### src/rtl/intr_pkg.sv
// Shared types and helpers for the interrupt controller.
//   intr_state_e : handshake state (IDLE -> REQ -> SERVICE -> IDLE)
//   CAUSE_NONE   : cause value reported when no request is active
//   prio_enc()   : lowest set index + 1 of a source vector, 0 when empty
package intr_pkg;

    typedef enum logic [1:0] {
        IDLE    = 2'd0,
        REQ     = 2'd1,
        SERVICE = 2'd2
    } intr_state_e;

    localparam int         MAX_SRC    = 16;
    localparam logic [7:0] CAUSE_NONE = 8'd0;

    // Scans from the top so the lowest set index is the last one written.
    function automatic logic [7:0] prio_enc(input logic [MAX_SRC-1:0] vec);
        logic [7:0] cause;
        cause = CAUSE_NONE;
        for (int i = MAX_SRC - 1; i >= 0; i--) begin
            if (vec[i]) begin
                cause = 8'(i + 1);
            end
        end
        return cause;
    endfunction

endpackage

### src/rtl/intr_timer.sv
// Free-running overflow timer feeding interrupt source 0.
// Ports:
//   i_clk, i_rst  : clock, synchronous active-high reset
//   i_en          : count enable
//   i_reload      : value loaded when the counter wraps from all-ones
//   o_ovf         : 1-cycle pulse, high in the cycle whose clock edge wraps
module intr_timer
    import intr_pkg::*;
#(
    parameter int TMR_W = 4
) (
    input  logic             i_clk,
    input  logic             i_rst,
    input  logic             i_en,
    input  logic [TMR_W-1:0] i_reload,
    output logic             o_ovf
);

    localparam logic [TMR_W-1:0] CNT_ONE = {{(TMR_W-1){1'b0}}, 1'b1};

    logic [TMR_W-1:0] r_cnt;
    logic             w_wrap;

    // The pulse coincides with the reload edge so the pending bit sets on the wrap itself.
    always_comb begin
        w_wrap = i_en & (&r_cnt);
    end

    // Counter: reload on wrap, otherwise count while enabled.
    always_ff @(posedge i_clk) begin
        if (i_rst) begin
            r_cnt <= '0;
        end else if (w_wrap) begin
            r_cnt <= i_reload;
        end else if (i_en) begin
            r_cnt <= r_cnt + CNT_ONE;
        end else begin
            r_cnt <= r_cnt;
        end
    end

    assign o_ovf = w_wrap;

endmodule

### src/rtl/intr_ctrl.sv
// Interrupt controller between interrupt sources and the core trap logic.
// Latches pending bits (edge or level per source), masks them with the
// per-source enable and global enable, picks the lowest eligible index and
// runs a one-at-a-time req -> ack -> done handshake with the core.
// Build option: define INTR_TIMER_EN to attach an internal overflow timer to
// source 0 (src_irq[0] is then ignored); otherwise tmr_en/tmr_reload are unused.
// Ports:
//   i_clk, i_rst   : clock, synchronous active-high reset
//   i_src_irq      : raw source lines (synchronous to i_clk)
//   i_src_edge     : per-source mode, 1 = rising edge, 0 = level
//   i_src_en       : per-source enable
//   i_global_ie    : global interrupt enable
//   i_irq_ack      : pulse, core took the trap for o_irq_cause
//   i_irq_done     : pulse, core executed mret
//   o_irq_req      : interrupt request
//   o_irq_cause    : winning index + 1, 0 when no request
//   o_pending      : pending register image
//   i_tmr_en       : timer count enable
//   i_tmr_reload   : timer reload value
module intr_ctrl
    import intr_pkg::*;
#(
    parameter int N_SRC   = 4,
    parameter int CAUSE_W = 4,
    parameter int TMR_W   = 4
) (
    input  logic               i_clk,
    input  logic               i_rst,
    input  logic [N_SRC-1:0]   i_src_irq,
    input  logic [N_SRC-1:0]   i_src_edge,
    input  logic [N_SRC-1:0]   i_src_en,
    input  logic               i_global_ie,
    input  logic               i_irq_ack,
    input  logic               i_irq_done,
    output logic               o_irq_req,
    output logic [CAUSE_W-1:0] o_irq_cause,
    output logic [N_SRC-1:0]   o_pending,
    input  logic               i_tmr_en,
    input  logic [TMR_W-1:0]   i_tmr_reload
);

    localparam logic [N_SRC-1:0] SRC_ONE = {{(N_SRC-1){1'b0}}, 1'b1};

    intr_state_e        r_state;
    intr_state_e        w_state_next;
    logic [N_SRC-1:0]   r_pending;
    logic [N_SRC-1:0]   r_src_prev;
    logic [N_SRC-1:0]   r_sel;          // one-hot captured source
    logic [N_SRC-1:0]   w_sel_next;
    logic               r_irq_req;
    logic [CAUSE_W-1:0] r_irq_cause;
    logic [N_SRC-1:0]   w_edge_mode;
    logic [N_SRC-1:0]   w_set;
    logic [N_SRC-1:0]   w_elig;
    logic [N_SRC-1:0]   w_ack_clr;
    logic [N_SRC-1:0]   w_pend_next;

`ifdef INTR_TIMER_EN
    logic w_tmr_ovf;
    logic w_unused_src0;

    intr_timer #(.TMR_W(TMR_W)) u_timer (
        .i_clk    (i_clk),
        .i_rst    (i_rst),
        .i_en     (i_tmr_en),
        .i_reload (i_tmr_reload),
        .o_ovf    (w_tmr_ovf)
    );

    assign w_unused_src0 = i_src_irq[0] ^ r_src_prev[0];

    // Source 0 belongs to the timer: always edge-type, set only by overflow.
    always_comb begin
        w_edge_mode = {i_src_edge[N_SRC-1:1], 1'b1};
        w_set       = {i_src_irq[N_SRC-1:1] & ~r_src_prev[N_SRC-1:1], w_tmr_ovf};
    end
`else
    logic w_unused_tmr;

    assign w_unused_tmr = ^{i_tmr_en, i_tmr_reload};

    // All sources are external.
    always_comb begin
        w_edge_mode = i_src_edge;
        w_set       = i_src_irq & ~r_src_prev;
    end
`endif

    // Pending update: level sources mirror the line, edge sources latch rising
    // edges and clear on ack of the captured source; a same-cycle set wins.
    always_comb begin
        w_elig      = r_pending & i_src_en & {N_SRC{i_global_ie}};
        w_ack_clr   = '0;
        w_pend_next = r_pending;
        if ((r_state == REQ) && i_irq_ack) begin
            w_ack_clr = r_sel & w_edge_mode;
        end else begin
            w_ack_clr = '0;
        end
        for (int i = 0; i < N_SRC; i++) begin
            if (w_edge_mode[i]) begin
                w_pend_next[i] = w_set[i] | (r_pending[i] & ~w_ack_clr[i]);
            end else begin
                w_pend_next[i] = i_src_irq[i];
            end
        end
    end

    // Handshake next-state; the winner is captured once and held through REQ.
    always_comb begin
        w_state_next = r_state;
        w_sel_next   = r_sel;
        case (r_state)
            IDLE: begin
                if (|w_elig) begin
                    w_state_next = REQ;
                    w_sel_next   = w_elig & (~w_elig + SRC_ONE);  // isolate lowest set bit
                end else begin
                    w_state_next = IDLE;
                end
            end
            REQ: begin
                if (i_irq_ack) begin
                    w_state_next = SERVICE;
                end else if (~|(w_elig & r_sel)) begin
                    w_state_next = IDLE;  // captured source withdrawn before ack
                end else begin
                    w_state_next = REQ;
                end
            end
            SERVICE: begin
                if (i_irq_done) begin
                    w_state_next = IDLE;
                end else begin
                    w_state_next = SERVICE;
                end
            end
            default: begin
                w_state_next = IDLE;
                w_sel_next   = '0;
            end
        endcase
    end

    // State, pending and registered request outputs.
    always_ff @(posedge i_clk) begin
        if (i_rst) begin
            r_state     <= IDLE;
            r_sel       <= '0;
            r_pending   <= '0;
            r_src_prev  <= '0;
            r_irq_req   <= 1'b0;
            r_irq_cause <= CAUSE_W'(CAUSE_NONE);
        end else begin
            r_state    <= w_state_next;
            r_sel      <= w_sel_next;
            r_pending  <= w_pend_next;
            r_src_prev <= i_src_irq;
            if (w_state_next == REQ) begin
                r_irq_req   <= 1'b1;
                r_irq_cause <= CAUSE_W'(prio_enc(MAX_SRC'(w_sel_next)));
            end else begin
                r_irq_req   <= 1'b0;
                r_irq_cause <= CAUSE_W'(CAUSE_NONE);
            end
        end
    end

    assign o_irq_req   = r_irq_req;
    assign o_irq_cause = r_irq_cause;
    assign o_pending   = r_pending;

endmodule

### config.mk
export PLATFORM = sky130hd
export DESIGN_NAME = intr_ctrl
export DESIGN_NICKNAME = d
export VERILOG_FILES = /design/src/rtl/intr_pkg.sv /design/src/rtl/intr_timer.sv /design/src/rtl/intr_ctrl.sv
export SDC_FILE = /design/constraint.sdc
export NUM_CORES = 1
export LEC_CHECK = 0
export ABC_AREA = 1
export CORE_MARGIN = 2
export CORE_UTILIZATION = 30
export DETAILED_ROUTE_END_ITERATION = 10
export GPL_ROUTABILITY_DRIVEN = 0
export PLACE_DENSITY_LB_ADDON = 0.25
export SLEW_MARGIN = 10
export SYNTH_ARGS = -nofsm -noshare
export SYNTH_HDL_FRONTEND = slang
export SYNTH_SLANG_ARGS = --single-unit
### constraint.sdc
create_clock -name i_clk -period 1.47 [get_ports i_clk]
set_input_delay 0.441 -clock i_clk [delete_from_list [all_inputs] [get_ports i_clk]]
set_output_delay 0.441 -clock i_clk [all_outputs]
set_load 0.03 [all_outputs]
Yosys cells after proc, flatten, opt, wreduce, memory -nomap -nowiden --
Cells that the tools add are included.
Word-level totals: register bits 18, bits in latches 0, bits in writable memories 0, bits in read-only memories 0, word-level logic and storage cells 58, memories 0
Operators by class: add/subtract/negate cells 1, multiply operators 0, divide/modulo/power cells 0, $lt $le $gt $ge 0, eq/ne operators 3, shift operators 0, mux-type cells 17, bitwise gates (word level) 21, reduce and logical (&&, ||, !) cells 8
Operators with widths (number):
- 4-bit AND | 6
- 1-bit 2-to-1 mux | 8
- 2-bit 2-to-1 mux | 4
- 4-bit 2-to-1 mux | 2
- 4-bit inverter | 2
- 4-bit one-hot mux with 2 select lines | 1
- 4-bit OR reduction | 2
- 2-bit one-hot mux with 3 select lines | 1
- 1-bit inverter | 5
- 5-bit OR reduction | 1
- 4-bit by 1-bit adder with 4-bit output, second input constant | 1
- 1-bit AND | 4
- 2-bit by 1-bit == test with 1-bit output, second input constant | 2
- 1-bit OR | 4
- 2-bit OR reduction | 2
- 3-bit 2-to-1 mux | 1
- 3-bit OR reduction | 1
- 2-bit == test, second input constant | 1
- 2-bit zero test | 1
- 1-bit logical AND | 1

Logic depth before layout (Yosys ltp) --
depth after elaboration 11, mapped depth 10

Worst setup path after synthesis --
Ideal clock, no wire load.
path type register -> register, start register r_pending[3] (netlist: o_pending[3]), end register r_irq_cause[2] (netlist: o_irq_cause[2]), library setup time 0.064 ns, arrival 1.260 ns, slack 0.146 ns, cell stages (with the launch flop) 11, buffers on the path 0, period minus slack after synthesis 1.324 ns, cell sequence dfxtp_1 nand3_1 nor2_1 nor2_1 nand2_1 nand2_1 nand2_1 nand2_2 nor2_4 nand2_2 nor2_1
On the way: longest elaborated chain between the ends 10
Ends and longest elaborated chain:
- start, declared | line intr_ctrl.sv:46 | logic [N_SRC-1:0] r_pending;
- start signal, assigned | line intr_ctrl.sv:157 | r_pending <= w_pend_next;
- 4-bit AND * (2 in a row) | line intr_ctrl.sv:92 | w_elig = r_pending & i_src_en & {N_SRC{i_global_ie}};
- 4-bit AND | line intr_ctrl.sv:125 | end else if (~|(w_elig & r_sel)) begin
- 4-bit OR reduction | line intr_ctrl.sv:125
- 1-bit 2-to-1 mux | line intr_ctrl.sv:125
- 2-bit 2-to-1 mux | line intr_ctrl.sv:123 | if (i_irq_ack) begin
- 2-bit one-hot mux with 3 select lines | line intr_ctrl.sv:113 | case (r_state)
- 2-bit by 1-bit == test with 1-bit output | line intr_ctrl.sv:159 | if (w_state_next == REQ) begin
- 1-bit inverter (no source line)
- 5-bit OR reduction (no source line)
- end signal, assigned | line intr_ctrl.sv:153 | r_irq_cause <= CAUSE_W'(CAUSE_NONE);
- end signal, assigned | line intr_ctrl.sv:161 | r_irq_cause <= CAUSE_W'(prio_enc(MAX_SRC'(w_sel_next)));
- end signal, assigned | line intr_ctrl.sv:164 | r_irq_cause <= CAUSE_W'(CAUSE_NONE);
- end, declared | line intr_ctrl.sv:51 | logic [CAUSE_W-1:0] r_irq_cause;
Mark *: on every way between the ends. The rest lies on a longest branch, timed or not. A chain may end at the register's enable or synchronous reset.

Final worst setup path --
start register r_pending[1] (netlist: o_pending[1]), end output o_pending[1]
RTL lines:
- end, declared | line intr_ctrl.sv:37 | output logic [N_SRC-1:0] o_pending,
No word-level cell between the ends.

==> impl_metrics.yaml <==
power:
  max-vdd-ir-drop_v: 0.000689
  p_per_area_nw_per_um2: 856
  p_leak_nw: 0.586
global_route:
  grt_pass1_vias: 824
  gr-total-overflow: 0
  grt_pass1_wl_mm: 3.26
  grt_max_degree: 11
  antenna_found_initial: 0
  globalRouteTotalUtil: 0.129
layout:
  area_growth_pct: 44.5
  final_cell_mix: "nand2_1, inv_1, nor2_1, dfxtp_1, buf_4"
  nets: 182
  diodes: 0
  drive_gt1_frac: 0.200
  final_common_cell: "nand2_1"
  fin_cells: 186
  design_area_sq_um: 1230
clock_tree:
  cts_made_buffers: 3
  cts_max_level: 1
  cts_root_buf: "clkbuf_4"
  clkLatencyLatePin_ns: 0.29
  path_clk_slew_ns: 0.10
  cts_tree: "built"
  clock_sinks: 18
  cts_max_path_buffers: 2
  hold_buffers: 0
timing:
  slew_violations: 0
  finalSetupTns_ns: 0
  max_freq_ghz: 0.697
  setup_violations: 0
  period_share: 0.976
  rsz0062_at_grt: "yes"
  clock_skew_ns: 0.000705
  hold_viol: 0
  period_minus_slack_ns: 1.43
logic_synthesis:
  synth_fp_nets: 148
  synth_xor_area_frac: 0
  ys_types: 16
  syn_area_sq_um: 848
  synth_fa_ha_area_frac: 0.0590
  seq_area_frac_synth: 0.425
  synth_top_family_by_area: "simple AND/OR/NAND/NOR gates"
  synthSimpleGateAreaFrac: 0.322
  netlist_instances: 122
  yosysWarningCount: 0
  synth_compound_area_frac: 0.0885
  yosys-mux-area-fraction: 0
  ys_ff_latch: 18
  synth.avg_cell_area_sq_um: 6.95
setup_path:
  crit_arrival_ns: 0.99
  critPathMaxStageDelay_ns: 0.38
  path_cells: "clkdlybuf4s15_2"
  crit_buf_inv: 1
  cp-start-kind: "register"
  crit_slowest_cell: "dfxtp_1"
  required_ns: 1.03
  cp-end-kind: "output port"
  crit_fanout: 3
  startpoint: "o_pending[1]"
  crit_type: "register to output port"
  reg2reg_from: "r_state[0]"
  path_delay_family: "flip-flops"
placement:
  hpwlAfterDp_mm: 1.50
  placedCellCount: 181
  port_buffers: 24
  placed_area_sq_um: 1150
drt:
  ant_nets: 0
  viasPerCell: 4.52
  wl_mm: 1.91
  route.detailed.drc: 0
  routedWlPerCell_um: 10.3
  vias: 840
  detail_route.iter0.violations: 30
  first_pass_iters: 4
die:
  die_w_um: 57.2
  io_pins: 31
  die_h_um: 57.2
  rows: 19
  coreArea_sq_um: 2710
  initial_core_util: 0.313
  fp.dieArea_sq_um: 3270
hold_path:
  hp-class: "register to register"
  hold_start: "r_src_prev[0]"
job:
  timing.max_cap.violations: 0
status:
  outcome: "completed"
==> flip-flops by register name, summed over array words and instances, names as in the netlist <==
signal,flops
r_src_prev,4
o_pending,4
o_irq_req,1
o_irq_cause,3
r_state,2
r_sel,4
==> Yosys cell counts (all sizes together) <==
| cell type | count | area share |
|---|---|---|
| nor2 | 20 | 0.097 |
| clkbuf | 1 | 0.0044 |
| nand2 | 32 | 0.15 |
| a21oi | 4 | 0.024 |
| buf | 1 | 0.0089 |
| nand3 | 9 | 0.053 |
| nand4 | 2 | 0.015 |
| nand3b | 1 | 0.0089 |
| o211ai | 4 | 0.035 |
| conb | 1 | 0.0044 |
| ha | 4 | 0.059 |
| inv | 20 | 0.088 |
| o21ai | 5 | 0.029 |
| dfxtp | 18 | 0.42 |
==> path summary, 6_finish.rpt <==
| check | slack [ns] | endpoint | cells past startpoint |
|---|---|---|---|
| max | 0.04 | o_pending[1] | 1 |
| min | 0.48 | o_pending[0] | 3 |
| max reg2reg | 0.14 | o_irq_cause[2] | 6 |
| min reg2reg | 0.48 | o_pending[0] | 3 |
==> metrics by stage <==
stage                util  hold slack [ns]  power [W]  worst slack [ns]
CTS                 0.438            0.485    0.00106           0.00974
detailed placement  0.424            0.459   0.000750            -0.443
global placement    0.424            0.446   0.000749            -0.393
finish              0.452            0.477    0.00105            0.0351
global route        0.452            0.512    0.00112           -0.0384
floorplan               -            0.438   0.000651             0.146
==> kinds of logic (layout without fill, tap and decap cells) <==
family                     Yosys count  in the layout
buffers and inverters               22             55
other                                1              1
DFF                                 18             18
adders and majority gates            4              4
AOI/OAI and AO/OA                   13             13
and+or+nand+nor                     64             64
==> repair_timing <==
| item | CTS | global route |
|---|---|---|
| resized for setup | 7 | 17 |
| buffers inserted | 0 | 1 |
| gates cloned | 0 | 0 |
| pin swaps | 0 | 7 |
| endpoints found under the setup margin | 10 | 10 |
==> routing by layer <==
layer	vias to the layer above	GRT usage	routed length, um
li1	442	-	-
met1	377	0.152	865
met2	19	0.222	909
met3	2	0.0340	108
met4	0	0.0498	29
met5	-	0	0
==> report_power, final <==
part	internal, W	switching [W]	leakage, nW
Clock	0.000151	0.000152	0.0210
Combinational	0.000101	0.000116	0.417
Sequential	0.000513	0.0000165	0.148
Total	0.000765	0.000285	0.586
==> cell type report <==
| type | instances | area [sq um] |
|---|---|---|
| inverters | 20 | 75.1 |
| repair buffers | 31 | 282 |
| fillers | 290 | 1480 |
| flip-flops and latches | 18 | 360 |
| multi-input cells | 82 | 434 |
| well taps | 31 | 38.8 |
| clock buffers | 4 | 36.3 |
Power figures use the tool's default switching activity.
